## src/rtl/gcd_pkg.sv

```systemverilog
// Shared types for the gcd job issuer.
// States, response codes and default widths.
package gcd_pkg;

  localparam int GCD_W = 32;

  typedef enum logic [2:0] {
    IDLE,
    GAP,
    ISSUE,
    WAIT_DONE,
    CAPTURE,
    RESP
  } state_t;

  localparam logic [1:0] ST_PASS    = 2'b00;
  localparam logic [1:0] ST_FAIL    = 2'b01;
  localparam logic [1:0] ST_TIMEOUT = 2'b10;

endpackage

```

## src/rtl/gcd_job_issuer_sat_counter.sv

```systemverilog
// Saturating event counter.
// Holds at all-ones instead of wrapping.
module sat_counter #(
  parameter int CNT_W = 16
) (
  input  logic             clk,
  input  logic             reset,
  input  logic             inc,
  output logic [CNT_W-1:0] count
);

  always_ff @(posedge clk) begin
    if (reset) begin
      count <= '0;
    end else if (inc && (count != '1)) begin
      count <= count + CNT_W'(1);
    end
  end

endmodule

```

## src/rtl/gcd_job_issuer.sv

```systemverilog
// Drives one gcd core through a start/done job
// and reports PASS/FAIL/TIMEOUT per job.
module gcd_job_issuer
  import gcd_pkg::*;
#(
  parameter int W       = GCD_W,
  parameter int TIMEOUT = 4096,
  parameter int CNT_W   = 16
) (
  input  logic             clk,
  input  logic             reset,
  input  logic             job_valid,
  output logic             job_ready,
  input  logic [W-1:0]     job_opa,
  input  logic [W-1:0]     job_opb,
  input  logic [W-1:0]     job_expect,
  output logic [W-1:0]     gcd_opa,
  output logic [W-1:0]     gcd_opb,
  output logic             gcd_start,
  input  logic             gcd_done,
  input  logic [W-1:0]     gcd_result,
  output logic             rsp_valid,
  input  logic             rsp_ready,
  output logic [W-1:0]     rsp_result,
  output logic [1:0]       rsp_status,
  output logic [CNT_W-1:0] pass_cnt,
  output logic [CNT_W-1:0] fail_cnt,
  output logic [CNT_W-1:0] tmo_cnt,
  output logic             busy
);

  localparam int WCW = $clog2(TIMEOUT + 1);
  localparam logic [WCW-1:0] TMO_LAST = WCW'(TIMEOUT - 1);

  state_t         r_state;
  logic [W-1:0]   r_opa;
  logic [W-1:0]   r_opb;
  logic [W-1:0]   r_exp;
  logic           r_start;
  logic           r_done_q;
  logic           r_blank;
  logic [WCW-1:0] r_wait;
  logic           r_rsp_valid;
  logic [W-1:0]   r_rsp_result;
  logic [1:0]     r_rsp_status;
  logic           r_job_ready;

  logic w_edge;
  logic w_match;
  logic w_tmo;
  logic w_pass_inc;
  logic w_fail_inc;

  assign w_edge  = gcd_done & ~r_done_q;
  assign w_match = (gcd_result == r_exp);
  assign w_tmo   = (r_state == WAIT_DONE) &&
                   !w_edge && (r_wait == TMO_LAST);
  assign w_pass_inc = (r_state == CAPTURE) && w_match;
  assign w_fail_inc = (r_state == CAPTURE) && !w_match;

  always_ff @(posedge clk) begin
    if (reset) begin
      r_state      <= IDLE;
      r_opa        <= '0;
      r_opb        <= '0;
      r_exp        <= '0;
      r_start      <= 1'b0;
      r_done_q     <= 1'b0;
      r_blank      <= 1'b0;
      r_wait       <= '0;
      r_rsp_valid  <= 1'b0;
      r_rsp_result <= '0;
      r_rsp_status <= ST_PASS;
      r_job_ready  <= 1'b0;
    end else begin
      // sampled in every state so a done held through blanking is no edge
      r_done_q <= gcd_done;
      unique case (r_state)
        IDLE: begin
          r_job_ready <= 1'b1;
          if (job_valid && r_job_ready) begin
            r_opa       <= job_opa;
            r_opb       <= job_opb;
            r_exp       <= job_expect;
            r_job_ready <= 1'b0;
            r_state     <= GAP;
          end
        end
        GAP: begin
          r_start <= 1'b1;
          r_wait  <= '0;
          r_blank <= 1'b0;
          r_state <= ISSUE;
        end
        ISSUE: begin
          r_blank <= 1'b1;
          if (r_blank) r_state <= WAIT_DONE;
        end
        WAIT_DONE: begin
          if (w_edge) begin
            r_state <= CAPTURE;
          end else if (w_tmo) begin
            r_start      <= 1'b0;
            r_rsp_valid  <= 1'b1;
            r_rsp_result <= '0;
            r_rsp_status <= ST_TIMEOUT;
            r_state      <= RESP;
          end else begin
            r_wait <= r_wait + WCW'(1);
          end
        end
        CAPTURE: begin
          r_start      <= 1'b0;
          r_rsp_valid  <= 1'b1;
          r_rsp_result <= gcd_result;
          r_rsp_status <= w_match ? ST_PASS : ST_FAIL;
          r_state      <= RESP;
        end
        RESP: begin
          if (rsp_ready) begin
            r_rsp_valid <= 1'b0;
            r_job_ready <= 1'b1;
            r_state     <= IDLE;
          end
        end
        default: r_state <= IDLE;
      endcase
    end
  end

  sat_counter #(.CNT_W(CNT_W)) u_pass (
    .clk   (clk),
    .reset (reset),
    .inc   (w_pass_inc),
    .count (pass_cnt)
  );

  sat_counter #(.CNT_W(CNT_W)) u_fail (
    .clk   (clk),
    .reset (reset),
    .inc   (w_fail_inc),
    .count (fail_cnt)
  );

  sat_counter #(.CNT_W(CNT_W)) u_tmo (
    .clk   (clk),
    .reset (reset),
    .inc   (w_tmo),
    .count (tmo_cnt)
  );

  assign job_ready  = r_job_ready;
  assign gcd_opa    = r_opa;
  assign gcd_opb    = r_opb;
  assign gcd_start  = r_start;
  assign rsp_valid  = r_rsp_valid;
  assign rsp_result = r_rsp_result;
  assign rsp_status = r_rsp_status;
  assign busy       = (r_state != IDLE);

endmodule

```

## config.mk

```make
export PLATFORM = sky130hd
export DESIGN_NAME = gcd_job_issuer
export DESIGN_NICKNAME = d
export VERILOG_FILES = /design/src/rtl/gcd_pkg.sv /design/src/rtl/gcd_job_issuer_sat_counter.sv /design/src/rtl/gcd_job_issuer.sv
export SDC_FILE = /design/constraint.sdc
export NUM_CORES = 1
export LEC_CHECK = 0
export CAP_MARGIN = 10
export CORE_MARGIN = 3
export CORE_UTILIZATION = 49
export CTS_BUF_LIST = sky130_fd_sc_hd__clkbuf_4 sky130_fd_sc_hd__clkbuf_8 sky130_fd_sc_hd__clkbuf_16
export CTS_CLUSTER_DIAMETER = 30
export DETAILED_ROUTE_END_ITERATION = 7
export PLACE_DENSITY = 0.85
export SLEW_MARGIN = 30
export SYNTH_ARGS = -nofsm -noshare
export SYNTH_HDL_FRONTEND = slang
export SYNTH_HIERARCHICAL = 1
export SYNTH_SLANG_ARGS = --single-unit
export TNS_END_PERCENT = 1
```

## constraint.sdc

```tcl
create_clock -name clk -period 3.8 [get_ports clk]
set_clock_uncertainty 0.15 [all_clocks]
set_input_delay 0.57 -clock clk [delete_from_list [all_inputs] [get_ports clk]]
set_output_delay 0.57 -clock clk [all_outputs]
set_load 0.02 [all_outputs]
```

==> results of run 1 <==
cell families after synthesis:
logic type | count (synthesis) | share of synthesized area (%)
AND/OR/NAND/NOR | 416 | 25.6
AO/OA/AOI/OAI | 216 | 15.8
flip-flops | 199 | 48.0
buffers and inverters | 69 | 4.08
XOR/XNOR | 49 | 5.17
multiplexers | 6 | 0.769
adder cells (fa/ha/maj) | 4 | 0.603
per-stage QoR:
stage | setup slack, ns | hold WS [ns] | total power, mW
CTS | 0.674 | 0.304 | 5.44
floorplan | 1.23 | 0.299 | 3.09
global placement | 0.337 | 0.290 | 3.60
finish | 0.633 | 0.303 | 5.41
global route | 0.473 | 0.321 | 5.65
detailed placement | 0.246 | 0.296 | 3.62
routing by layer:
layer | up-vias | track usage, %
li1 | 3882 | -
met1 | 3675 | 31.7
met2 | 305 | 43.5
met3 | 50 | 9.66
met4 | 0 | 11.0
met5 | - | 0
placed cells by master, fill, tap and decap left out, types with 3 or more instances in the layout:
| master | synthesis | layout |
|---|---|---|
| clkdlybuf4s50_1 | 0 | 281 |
| or4_1 | 21 | 21 |
| clkbuf_16 | 0 | 17 |
| nor4_1 | 10 | 10 |
| and3_1 | 6 | 5 |
| nand2_1 | 220 | 220 |
| a21oi_1 | 134 | 134 |
| inv_6 | 0 | 3 |
| mux2i_1 | 3 | 3 |
| nor4_4 | 4 | 4 |
| and4_1 | 9 | 9 |
| o31ai_1 | 18 | 18 |
| ha_1 | 4 | 4 |
| xor2_1 | 3 | 3 |
| nor2b_1 | 9 | 9 |
| nand3_1 | 25 | 24 |
| mux2_2 | 3 | 3 |
| dfxtp_1 | 199 | 199 |
| inv_1 | 14 | 14 |
| buf_4 | 0 | 10 |
| o21ai_0 | 13 | 13 |
| o41ai_1 | 3 | 3 |
| xnor2_1 | 46 | 46 |
| nand2_2 | 4 | 4 |
| nor3_1 | 20 | 20 |
| o21a_1 | 5 | 5 |
| or3_1 | 9 | 9 |
| nand4_4 | 3 | 3 |
| nor2_1 | 35 | 35 |
| nand4_1 | 18 | 18 |
| nand3b_1 | 4 | 4 |
| a22o_1 | 30 | 30 |
| o311ai_0 | 3 | 3 |
| nor4bb_1 | 3 | 3 |
| clkinvlp_4 | 0 | 4 |
sequential cells by signal, summed over array words and instances (netlist names):
register,count
gcd_opa,32
gcd_opb,32
gcd_start,1
job_ready,1
r_blank,1
r_done_q,1
r_exp,32
r_state,3
r_wait,13
rsp_result,32
rsp_status,2
rsp_valid,1
u_fail/count,16
u_pass/count,16
u_tmo/count,16
synthesized netlist by cell type (all sizes together), types with 4 or more instances:
library cell  count  area share, %
o21ai            13           0.78
or4              21            1.9
o21a              5           0.45
xnor2            46            4.9
nand4            22            2.3
and4              9           0.95
nor2b            10           0.84
dfxtp           199             48
inv              15           0.68
or3              11           0.86
ha                4           0.60
and3              6           0.45
nor4             14            1.8
nand3            25            1.5
nor3             21            1.4
a21oi           134            8.1
buf              19            1.7
clkbuf           35            1.7
nor2             36            1.7
nand3b            4           0.36
a22o             32            3.4
o31ai            18            1.6
nand2           224             10
layout make-up:
type | count | share of cell area [%]
repair buffers | 291 | 24.5
inverters | 15 | 0.477
well taps | 216 | 2.29
clock buffers | 20 | 3.85
flip-flops and latches | 199 | 33.8
diodes | 2 | 0.0424
clock inverters | 12 | 1.20
multi-input cells | 691 | 33.9
where the power goes:
part           internal [mW]  total (mW)  switching [mW]  leakage (nW)
Clock                   1.01        1.83           0.813         0.282
Combinational          0.533        1.19           0.660          2.05
Sequential              2.26        2.39           0.123          1.61
Total                   3.81        5.41            1.60          3.94
final timing paths:
kind | endpoint | slack [ns] | cells past startpoint | start
worst min-delay path | gcd_opa[15] | 0.30 | 2 | gcd_opa[15]
worst max register to register | u_fail/count[11] | 0.77 | 6 | r_state[2]
worst max-delay path | u_pass/count[11] | 0.63 | 9 | gcd_result[28]
worst min register to register | gcd_opa[15] | 0.30 | 2 | gcd_opa[15]
worst max-delay path, delay by kind of cell:
family	cells	cell delay, ns
XOR/XNOR	1	0.15
multiplexers	1	0.37
AND/OR/NAND/NOR	6	1.72
buffers and inverters	1	0.53
==> results.json, run 1 <==
{
  "met3RoutedLength_um": 2130,
  "dieWidth_um": 136,
  "cts_buffers": 17,
  "design.die.area_um2": 18500,
  "initial_utilization_pct": 51.1,
  "post-route-util_pct": 72.7,
  "area.sequential_um2": 3980,
  "ir_worst_vdd_uv": 384,
  "syn-cell-area_um2": 8300,
  "detail_route.wl_per_cell_um": 17.2,
  "synth-async-reset-ratio_pct": 0,
  "first_iter_violations": 511,
  "remaining_drc_errors": 0,
  "crit_path_frequent_cell": "nand2_1",
  "worst_ep_arrival_time_ns": 3.34,
  "wl_um": 24900,
  "post-route-cell-area_um2": 11800,
  "cts_tree": "built",
  "number_of_distinct_library_cells_after_synthesis": 56,
  "cts.sinks": 199,
  "clockBufferDepth": 2,
  "synth.yosys.seq_area_share_pct": 48.0,
  "multi_input_area_um2": 4000,
  "quantity_of_hold_fixing_buffers_added_after_cts": 0,
  "worst_ep_required_time_ns": 3.97,
  "vias_per_std_cell": 5.47,
  "max_clock_freq_mhz": 316,
  "die_y_um": 136,
  "critPathCaptureType": "flop",
  "cts.htree.levels": 4,
  "floorplan.io_pins": 283,
  "post-place-cells": 1412,
  "final_max_tran_viols": 0,
  "synthesis.area_per_instance_um2": 8.66,
  "path_class": "primary input to flop",
  "yosysWarnings": 6,
  "wirelength_met1_um": 9650,
  "finalNetCount": 1352,
  "num-fill-cells": 1203,
  "dr.pass1.iters": 6,
  "timing.final.crit_period_ns": 3.17,
  "ctsRootBufferMaster": "clkbuf_16",
  "placedInstanceArea_um2": 11200,
  "first_global_vias": 7433,
  "critical_path.startpoint_type": "primary input",
  "cts_resizes": 0,
  "setup_total_negative_slack_ns": 0,
  "clkSlewWorstSetupHoldPaths_ns": 0.07,
  "hp-class": "flop to flop",
  "critPathMaxStageDelay_ns": 0.53,
  "outcome": "finished clean",
  "tightestPinTransition_ns": 0.868,
  "finalNonFillerCells": 1446,
  "layout-area-overhead-vs-synth_pct": 42.1,
  "synth_edf_count": 0,
  "grt_util_all_layers_pct": 26.6,
  "cts_post_setup_buffers_inserted": 0,
  "finalCritPeriodShare_pct": 83.3,
  "place.gp.congestion": 0.902,
  "netlist_instances": 959,
  "drv_cap": 0,
  "total_leakage_power_nw": 3.94,
  "main_synth_ff_type": "dfxtp_1",
  "timing.final.hold_violations": 0,
  "cpMaxStageDelayCell": "clkdlybuf4s50_1",
  "remaining_antenna_violation_count_after_routing": 0,
  "critical_path_peak_fanout": 11,
  "grt_first_pass_wirelength_um": 38800,
  "port_buffers": 282,
  "rsz0062_at_grt": "no",
  "fp-row-count": 46,
  "detailedPlacementHpwl_um": 17900,
  "globalRoute.totalOverflow": 0,
  "timing.critical_path.cells": "clkdlybuf4s50_1, xnor2_1, nand4_1, nor4_1, nand2_1, nor2_1, nand2_1, nor4bb_1, mux2_2",
  "synthesis.nets": 1096,
  "setup-violations-final": 0,
  "via_count": 7912,
  "wl_met2_um": 12400,
  "grt_max_degree": 72,
  "antenna_found_initial": 2,
  "route.top_layer_used": "met4",
  "clock_latency_of_the_later_clocked_register_in_the_worst_skew_pair_ns": 0.43,
  "power_per_cell_area_nw_per_um2": 458,
  "share_of_post_route_cells_with_drive_strength_above_1_pct": 5.70,
  "worst_slew_margin_rel_pct": 41.7,
  "core_region_area_um2": 16200,
  "synth.ff_latch_count": 199
}
(Power assumes the default switching activity.)
==> run 2: changes to the inputs <==
--- a/config.mk
+++ b/config.mk
@@ -7,11 +7,11 @@
 export LEC_CHECK = 0
 export CAP_MARGIN = 10
 export CORE_MARGIN = 3
-export CORE_UTILIZATION = 49
+export CORE_UTILIZATION = 41
 export CTS_BUF_LIST = sky130_fd_sc_hd__clkbuf_4 sky130_fd_sc_hd__clkbuf_8 sky130_fd_sc_hd__clkbuf_16
 export CTS_CLUSTER_DIAMETER = 30
 export DETAILED_ROUTE_END_ITERATION = 7
-export PLACE_DENSITY = 0.85
+export PLACE_DENSITY = 0.76
 export SLEW_MARGIN = 30
 export SYNTH_ARGS = -nofsm -noshare
 export SYNTH_HDL_FRONTEND = slang
==> constraint.sdc (replaced) <==
create_clock -name clk -period 2.7 [get_ports clk]
set_clock_uncertainty 0.15 [all_clocks]
set_input_delay 0.405 -clock clk [delete_from_list [all_inputs] [get_ports clk]]
set_output_delay 0.405 -clock clk [all_outputs]
set_load 0.02 [all_outputs]
==> run 2 against run 1 <==
Against the previous run:
- global-route usage fell by 4.7 points
- largest power group unchanged
- critical path depth fell by 2
- die area increased by 19%
- non-clock buffer count is 29 higher
- highest routed layer unchanged
- setup slack lost 0.52 ns
- first-iteration DRC count is 15% lower
==> results.json, run 2 (synthesis gave the netlist of run 1 again) <==
{
  "worst_ep_arrival_time_ns": 2.80,
  "setup-violations-final": 0,
  "hp-class": "primary input to flop",
  "timing.critical_path.cells": "inv_2, or3_2, a21oi_1, nand2_1, buf_4, or4_1, a21oi_1",
  "worst_slew_margin_rel_pct": 46.8,
  "cts_post_setup_buffers_inserted": 0,
  "share_of_post_route_cells_with_drive_strength_above_1_pct": 8.19,
  "dr.pass1.iters": 7,
  "place.gp.congestion": 0.833,
  "clkSlewWorstSetupHoldPaths_ns": 0.07,
  "first_global_vias": 7486,
  "outcome": "finished clean",
  "clockBufferDepth": 2,
  "finalCritPeriodShare_pct": 95.9,
  "core_region_area_um2": 19700,
  "globalRoute.totalOverflow": 0,
  "post-route-cell-area_um2": 12100,
  "cpMaxStageDelayCell": "or3_2",
  "wl_um": 24600,
  "placedInstanceArea_um2": 11500,
  "floorplan.io_pins": 283,
  "area.sequential_um2": 3980,
  "ctsRootBufferMaster": "clkbuf_16",
  "multi_input_area_um2": 4010,
  "remaining_antenna_violation_count_after_routing": 0,
  "rsz0062_at_grt": "yes",
  "power_per_cell_area_nw_per_um2": 633,
  "cts_buffers": 17,
  "fp-row-count": 51,
  "timing.final.hold_violations": 0,
  "grt_util_all_layers_pct": 21.9,
  "cts_tree": "built",
  "die_y_um": 148,
  "num_antenna_cells": 0,
  "reg2reg_slack_ns": 0.11,
  "remaining_drc_errors": 0,
  "crit_path_frequent_cell": "a21oi_1",
  "critPathCaptureType": "flop",
  "path_class": "flop to flop",
  "final_common_cell": "clkdlybuf4s50_1",
  "grt_first_pass_wirelength_um": 39000,
  "via_count": 7862,
  "timing.critical_path.max_delay_family": "simple AND/OR/NAND/NOR gates",
  "initial_utilization_pct": 42.2,
  "detail_route.wl_per_cell_um": 16.2,
  "dieWidth_um": 148,
  "critical_path.startpoint_type": "flop",
  "finalNetCount": 1381,
  "port_buffers": 282,
  "critical_path_peak_fanout": 9,
  "cts.htree.levels": 4,
  "final_max_tran_viols": 0,
  "drv_cap": 0,
  "setup_total_negative_slack_ns": 0,
  "worst_ep_required_time_ns": 2.91,
  "ir_worst_vdd_uv": 506,
  "cts.sinks": 199,
  "clock_latency_of_the_later_clocked_register_in_the_worst_skew_pair_ns": 0.44,
  "timing.final.crit_period_ns": 2.59,
  "num-fill-cells": 1740,
  "tightestPinTransition_ns": 0.791,
  "detailedPlacementHpwl_um": 18000,
  "antenna_found_initial": 0,
  "critPathMaxStageDelay_ns": 0.56,
  "vias_per_std_cell": 5.17,
  "layout-area-overhead-vs-synth_pct": 46.3,
  "grt_max_degree": 50,
  "total_leakage_power_nw": 4.11,
  "critPathBufInv": 2,
  "design.die.area_um2": 22000,
  "final_cell_mix": "281 x clkdlybuf4s50_1, 220 x nand2_1, 199 x dfxtp_1",
  "p_total_mw": 7.69,
  "max_clock_freq_mhz": 386,
  "first_iter_violations": 433
}
==> run 2: cell types whose count changed in the layout (fill, tap and decap cells not counted), moves of 2 or more <==
cell / delta
clkinv_4: +2
buf_4: +24
clkinv_8: +2
nor4_2: +2
diode_2: -2
clkinvlp_4: -4
buf_12: +5
nor4_1: -2
inv_6: +2
==> run 2: final timing paths <==
path | startpoint | end | cells after the start
setup / recovery | r_state[2] | u_fail/count[7] | 7
hold / removal | reset | u_fail/count[10] | 2
setup reg to reg | r_state[2] | u_fail/count[7] | 7
hold reg to reg | gcd_opa[8] | gcd_opa[8] | 2
==> run 2: power by group <==
group / internal (mW) / leakage (nW) / switching [mW]
clock network: 1.33 / 0.293 / 1.22
logic: 0.824 / 2.21 / 0.980
registers: 3.19 / 1.61 / 0.150
==> run 2: worst register-to-register path, cell delays in order (launching register included) <==
cell and delay [ns]:
dfxtp_1 0.42, inv_2 0.05, or3_2 0.56, a21oi_1 0.38, nand2_1 0.13, buf_4 0.19, or4_1 0.48, a21oi_1 0.16
==> run 2: metrics by stage <==
step | setup slack (ns) | utilization [%] | cells | hold WS [ns]
5_1_grt | -0.0273 | 61.8 | 1522 | 0.246
4_1_cts | 0.0223 | 61.7 | 1522 | 0.212
6_report | 0.111 | 61.8 | 1522 | 0.236
3_5_place_dp | -0.443 | 58.7 | 1490 | 0.296
3_3_place_gp | -0.414 | 58.7 | 1490 | 0.291
2_1_floorplan | 0.255 | - | 959 | 0.299
==> run 2: repair_timing <==
| action | CTS | global route |
|---|---|---|
| gates resized for setup | 1 | 4 |
| pin swaps | 0 | 5 |
| endpoints found under the setup margin | 2 | 14 |
| cloned | 0 | 0 |
| hold buffers | 0 | 0 |
==> run 2: layout make-up <==
cell class | count | share of cell area, %
clock buffers | 18 | 3.56
inverters | 15 | 0.464
repair buffers | 320 | 26.1
clock inverters | 14 | 1.32
multi-input cells | 691 | 33.0
flip-flops and latches | 199 | 32.8
well taps | 265 | 2.73
==> run 2: routing by layer <==
layer | global-route usage, % | wire (um)
met1 | 26.2 | 9960
met2 | 36.4 | 11800
met3 | 8.62 | 2320
met4 | 6.61 | 529
met5 | 0 | 0
==> run 3: changes to the inputs <==
--- a/config.mk
+++ b/config.mk
@@ -5,13 +5,14 @@
 export SDC_FILE = /design/constraint.sdc
 export NUM_CORES = 1
 export LEC_CHECK = 0
-export CAP_MARGIN = 10
+export CAP_MARGIN = 5
 export CORE_MARGIN = 3
 export CORE_UTILIZATION = 41
 export CTS_BUF_LIST = sky130_fd_sc_hd__clkbuf_4 sky130_fd_sc_hd__clkbuf_8 sky130_fd_sc_hd__clkbuf_16
 export CTS_CLUSTER_DIAMETER = 30
 export DETAILED_ROUTE_END_ITERATION = 7
 export PLACE_DENSITY = 0.76
+export SKIP_LAST_GASP = 1
 export SLEW_MARGIN = 30
 export SYNTH_ARGS = -nofsm -noshare
 export SYNTH_HDL_FRONTEND = slang
==> constraint.sdc (replaced) <==
create_clock -name clk -period 2.7 [get_ports clk]
set_clock_uncertainty 0.15 [all_clocks]
set_input_delay 0.405 -clock clk [delete_from_list [all_inputs] [get_ports clk]]
set_output_delay 0.405 -clock clk [all_outputs]
set_load 0.05 [all_outputs]
==> run 3 against run 2 <==
Against the previous run:
- setup slack improved by 0.0054 ns
- via count about the same
- largest power group unchanged
- highest routed layer unchanged
- die area unchanged
==> results.json, run 3 (synthesis gave the netlist of run 1 again) <==
{
  "outcome": "finished clean",
  "intPower_mw": 5.43,
  "final_max_tran_viols": 0,
  "quantity_of_hold_fixing_buffers_added_after_cts": 0,
  "cts.htree.levels": 4,
  "critPathMaxStageDelay_ns": 0.57,
  "grt_util_all_layers_pct": 22.0,
  "remaining_drc_errors": 0,
  "setup-violations-final": 0,
  "final_common_cell": "clkdlybuf4s50_1",
  "critical_path_peak_fanout": 5,
  "groute.layer.met1.usage_pct": 26.5,
  "grt.met3_usage_pct": 8.23,
  "globalRoute.totalOverflow": 0,
  "total_leakage_power_nw": 4.15,
  "antenna_found_initial": 3,
  "wl_um": 24800,
  "finalNonFillerCells": 1525,
  "cts.sinks": 199,
  "detailedPlacementHpwl_um": 18000,
  "post-place-cells": 1490,
  "grt_max_degree": 77,
  "num-fill-cells": 1666,
  "cts_tree": "built",
  "drv_cap": 0,
  "final_cell_mix": "277 x clkdlybuf4s50_1, 219 x nand2_1, 199 x dfxtp_1",
  "first_iter_violations": 381,
  "power_per_cell_area_nw_per_um2": 665,
  "ir_worst_vdd_uv": 435,
  "layout-area-overhead-vs-synth_pct": 46.9,
  "grt.met2_usage_pct": 35.7,
  "timing.critical_path.cells": "inv_2, or3_2, a21oi_1, buf_4, nand4_1, nor4_1, and3_1, nor3_1",
  "core_region_area_um2": 19700,
  "detail_route.wl_per_cell_um": 16.3,
  "place.gp.congestion": 0.841,
  "timing.final.crit_period_ns": 2.58,
  "post-route-cell-area_um2": 12200,
  "vias_per_std_cell": 5.15,
  "seqPwrFrac_pct": 41.1,
  "worst_ep_required_time_ns": 2.84,
  "critical_path.startpoint_type": "flop",
  "timing.final.hold_violations": 0,
  "path_class": "flop to flop",
  "finalNetCount": 1382,
  "die_y_um": 148,
  "floorplan.io_pins": 283,
  "setup_total_negative_slack_ns": 0,
  "cpMaxStageDelayCell": "or3_2",
  "worst_slew_margin_rel_pct": 48.1,
  "share_of_post_route_cells_with_drive_strength_above_1_pct": 8.28,
  "cts_buffers": 17,
  "power.share.combinational_pct": 27.3,
  "grt_first_pass_wirelength_um": 39000,
  "remaining_antenna_violation_count_after_routing": 0,
  "fp-row-count": 51,
  "tightestPinTransition_ns": 0.773,
  "p_total_mw": 8.11,
  "via_count": 7855,
  "clockBufferDepth": 2,
  "design.die.area_um2": 22000,
  "clkPwrFrac_pct": 31.6,
  "first_global_vias": 7556,
  "dieWidth_um": 148,
  "power_switching_share_pct": 33.1,
  "worst_ep_arrival_time_ns": 2.73,
  "grt.busiest_layer": "met2",
  "finalCritPeriodShare_pct": 95.7,
  "critPathCaptureType": "flop",
  "hp-class": "primary input to flop",
  "clock_latency_of_the_later_clocked_register_in_the_worst_skew_pair_ns": 0.43,
  "ctsRootBufferMaster": "clkbuf_16",
  "max_clock_freq_mhz": 387,
  "holdWs_ns": 0.142,
  "placedInstanceArea_um2": 11600,
  "port_buffers": 282,
  "initial_utilization_pct": 42.2,
  "power.switching_mw": 2.69,
  "dr.pass1.iters": 5,
  "clkSlewWorstSetupHoldPaths_ns": 0.08
}
==> run 3: cell types whose count changed in the layout (fill, tap and decap cells not counted), moves of 2 or more <==
cell	before	now
buf_12	5	7
clkinv_8	2	0
diode_2	0	4
clkinvlp_4	0	2
clkinv_4	3	0
dlymetal6s2s_1	0	3
clkdlybuf4s50_1	281	277
==> run 3: final timing paths <==
check | slack, ns | start | cells after the start | endpoint
max | 0.12 | r_state[2] | 8 | u_fail/count[12]
min | 0.14 | gcd_result[0] | 2 | rsp_result[0]
max reg2reg | 0.12 | r_state[2] | 8 | u_fail/count[12]
min reg2reg | 0.30 | gcd_opb[3] | 2 | gcd_opb[3]
==> run 3: critical path: cells and delay by family (launching register included) <==
| family | cells | cell delay (ns) |
|---|---|---|
| AOI/OAI and AO/OA | 1 | 0.37 |
| and+or+nand+nor | 5 | 1.26 |
| DFF | 1 | 0.43 |
| buffers and inverters | 2 | 0.24 |
==> run 3: metrics by stage <==
| step | worst slack (ns) | utilization [%] |
|---|---|---|
| finish | 0.116 | 62.0 |
| global route | -0.0119 | 62.0 |
| CTS | 0.00359 | 61.8 |
| detailed placement | -0.468 | 58.8 |
| global placement | -0.428 | 58.8 |
| floorplan | 0.256 | - |
==> run 3: final cells by class <==
type,instances,area [um2],share of cell area (%)
Clock buffer,18,439,3.60
Clock inverter,12,143,1.17
Inverter,15,56.3,0.462
Tap cell,265,332,2.72
Sequential cell,199,3980,32.7
Multi-Input combinational cell,691,4020,33.0
Timing Repair Buffer,321,3210,26.3
Antenna cell,4,10.0,0.0821
==> run 3: timing repair <==
item | 4_1_cts | 5_1_grt
gates resized for setup | 1 | 9
endpoints found under the setup margin | 3 | 14
pin swaps | 0 | 5
setup buffers | 0 | 1
==> run 3: routing by layer <==
layer / share of wire (%) / vias to the layer above / wire, um
li1: - / 3958 / -
met3: 9.2 / 34 / 2290
met5: 0 / - / 0
met1: 40 / 3608 / 9960
met2: 48 / 255 / 11900
met4: 2.6 / 0 / 640
==> run 3: power by group through the flow <==
stage | clock network, mW | registers [mW] | logic [mW]
2_1_floorplan | 0 | 3.96 | 0.790
3_3_place_gp | 0 | 3.39 | 2.22
3_5_place_dp | 0 | 3.40 | 2.23
4_1_cts | 2.62 | 3.34 | 2.24
5_1_grt | 2.74 | 3.36 | 2.39
6_report | 2.56 | 3.33 | 2.22
